## src/rtl/lab1_hold_timer.sv

```systemverilog
// Per-vector hold counter; flags the last clock of each hold window.
module lab1_hold_timer #(
  parameter int unsigned HOLD_CYCLES = 50
) (
  input  logic clk,
  input  logic rst,
  input  logic clr,
  input  logic en,
  output logic last
);

  localparam int unsigned CNT_W = (HOLD_CYCLES > 2) ? $clog2(HOLD_CYCLES) : 1;
  localparam logic [CNT_W-1:0] LAST_CNT = CNT_W'(HOLD_CYCLES - 1);

  logic [CNT_W-1:0] hold_cnt_q, hold_cnt_d;

  assign last = (hold_cnt_q == LAST_CNT);

  // Wraps to zero on the last cycle so it never exceeds HOLD_CYCLES-1.
  always_comb begin
    hold_cnt_d = hold_cnt_q;
    if (clr) begin
      hold_cnt_d = '0;
    end else if (en) begin
      hold_cnt_d = last ? '0 : CNT_W'(hold_cnt_q + CNT_W'(1));
    end
  end

  always_ff @(posedge clk or posedge rst) begin
    if (rst) hold_cnt_q <= '0;
    else     hold_cnt_q <= hold_cnt_d;
  end

endmodule

```

## config.mk

```make
export PLATFORM = sky130hd
export DESIGN_NAME = lab1_hold_timer
export DESIGN_NICKNAME = d
export VERILOG_FILES = /design/src/rtl/lab1_hold_timer.sv
export SDC_FILE = /design/constraint.sdc
export NUM_CORES = 1
export LEC_CHECK = 0
export ABC_AREA = 1
export CORE_AREA = 4 4 41 43
export CTS_CLUSTER_SIZE = 24
export DETAILED_ROUTE_END_ITERATION = 10
export DIE_AREA = 0 0 45 47
export REMOVE_ABC_BUFFERS = 1
export SLEW_MARGIN = 25
export SYNTH_ARGS = -nofsm -noshare
export SYNTH_HDL_FRONTEND = slang
export SYNTH_SLANG_ARGS = --single-unit
```

## constraint.sdc

```tcl
create_clock -name clk -period 2.2 [get_ports clk]
set_input_delay 0.44 -clock clk [delete_from_list [all_inputs] [get_ports clk]]
set_output_delay 0.44 -clock clk [all_outputs]
set_load 0.05 [all_outputs]
```

==> impl_metrics.tcl <==
set metrics [dict create \
    clk_pin_slew_ns 0.04 \
    finalNetCount 72 \
    synthCells 57 \
    clock_latency_ns 0.23 \
    boundaryPins 5 \
    antenna_cells 0 \
    setup_viol 0 \
    tightest_slew_ns 0.211 \
    grt_overflow 0 \
    port_buffers 4 \
    regArea_um2 150 \
    cts_made_buffers 3 \
    dieArea_um2 2120 \
    finalSetupTns_ns 0 \
    netSwitchingFraction_pct 28.9 \
    multi_input_area_um2 203 \
    fin_cells 79 \
    cp-end-kind "output pin" \
    dp_hpwl_um 580 \
    synth.avg_cell_area_um2 6.91 \
    first_pass_iters 4 \
    final_common_cell "nand2_1" \
    required_ns 1.76 \
    clkPwrFrac_pct 30.3 \
    cts.path.max_buffers 2 \
    synthesis.area_um2 394 \
    place_congestion 0.749 \
    vias_per_cell 4.37 \
    regMostFlops "hold_cnt_q" \
    fmax_mhz 595 \
    worstHoldPathType "in2async" \
    finalCriticalPeriod_ns 1.68 \
    p_int_mw 0.218 \
    die_h_um 47 \
    reg_top3 "hold_cnt_q x6" \
    ys_types 16 \
    worst_path_max_delay_cell "dfrtp_1" \
    die_x_um 45 \
    holdBufCountCts 0 \
    antenna_found_initial 0 \
    path_cells "inv_1 > ha_1 > nand2_1 > nor2_1 > buf_4" \
    p_leak_nw 0.250 \
    yosysSeqAreaShare_pct 38.1 \
    cts_resized 0 \
    holdWs_ns 0.410 \
    ctsRootBufferMaster "clkbuf_4" \
    post-cts-setup-buffer-count 0 \
    start_util_pct 30.3 \
    ctsHtreeMaxLevel 1 \
    grt_use_total_pct 8.44 \
    layout_common_cells "nand2_1 (18), inv_1 (10), nor2_1 (7), dfrtp_1 (6)" \
    status "finished clean" \
    critPathLaunchType "flip-flop" \
    core.rowCount 13 \
    power.switching_mw 0.0888 \
    clock_sinks 6 \
    hold_viol 0 \
    grt_pass1_vias 298 \
    p_seq_share_pct 46.5 \
    final-max-slew-violation-count 0 \
    crit_type "reg2out" \
    drt_iter0_markers 7 \
    worst-path-max-fanout 4 \
    fill_cells 156 \
    syn2layout_area_growth_pct 20.0 \
    grt_pass1_wl_mm 1.20 \
    critPathBufInv 2 \
    grt_max_degree 7 \
    largest_reg_flops 6 \
    maxSlewHeadroom_pct 85.9 \
    drive_above_1_share_pct 15.6 \
    post_drt_wl_per_cell_um 8.71 \
    cap_violations 0 \
    cpLargestDelayFamily "flip-flops" \
    ant_nets 0 \
    power_density_nw_per_um2 649 \
    design.core.area_um2 1300 \
    arrival_ns 1.24 \
    placed_cells 76 \
    fin_skew_ns 0.00125 \
    rsz0062_at_grt "no" \
    comb_power_share_pct 23.2 \
    wl_um 688 \
    cts_tree "done" \
    period_share_pct 76.4 \
    synth_seq_cells 6 \
    r2r_setup_slack_ns 1.06 \
    num_vias 345 \
    synth-warning-count 0 \
    ir_worst_vdd_mv 0.352 \
    slowest_delay_ns 0.40 \
    post-route-drc-count 0 \
]
[per-stage QoR]
step	area, µm²	power [mW]	worst slack, ns	util (%)
2_1_floorplan	394	0.198	0.434	-
3_3_place_gp	450	0.218	0.688	34.6
3_5_place_dp	450	0.217	0.673	34.6
4_1_cts	473	0.315	0.502	36.3
5_1_grt	473	0.334	0.397	36.3
6_report	473	0.307	0.520	36.3
[area by class of cell]
class | instances | share of cell area, %
Clock buffer | 3 | 4.76
Inverter | 11 | 8.73
Multi-Input combinational cell | 40 | 42.9
Sequential cell | 6 | 31.7
Tap cell | 15 | 3.97
Timing Repair Buffer | 4 | 7.94
[metal layers]
layer  wire [µm]  up-vias  global-route usage (%)
met3          46        2                    1.15
met2         272        6                    10.5
met5           0        -                       0
met1         359      151                    11.9
li1            -      186                       -
met4           9        0                    8.77
[worst paths after layout]
path                               start  depth (start not counted)       endpoint
setup / recovery           hold_cnt_q[1]                          5           last
hold / removal                       rst                          2  hold_cnt_q[1]
setup reg to reg           hold_cnt_q[1]                          5  hold_cnt_q[4]
hold reg to reg            hold_cnt_q[5]                          2  hold_cnt_q[5]
max in group asynchronous            rst                          2  hold_cnt_q[4]
min in group clk           hold_cnt_q[5]                          2  hold_cnt_q[5]
[power by group through the flow]
stage	logic (mW)	registers [mW]	clock network, mW
floorplan	0.0558	0.142	0
global placement	0.0724	0.146	0
detailed placement	0.0725	0.145	0
CTS	0.0730	0.143	0.0989
global route	0.0848	0.147	0.103
finish	0.0712	0.143	0.0930
[synth_stat cells (all sizes together)]
cell type	count	area share (%)
o21ai	1	1.3
xor2	1	2.2
nand3	3	5.1
ha	2	6.3
o22ai	1	1.6
dfrtp	6	38
o21bai	1	1.9
a21oi	1	1.3
nor2	9	9.8
inv	11	10
nand4	1	1.6
nand2	20	20
[kinds of logic after synthesis]
logic type,Yosys count,share of synthesized area [%]
simple gates,33,36.8
buf+inv,11,10.5
flops,6,38.1
compound gates,4,6.03
fa+ha+maj,2,6.35
xor+xnor,1,2.22
Power figures use the tool's default switching activity.
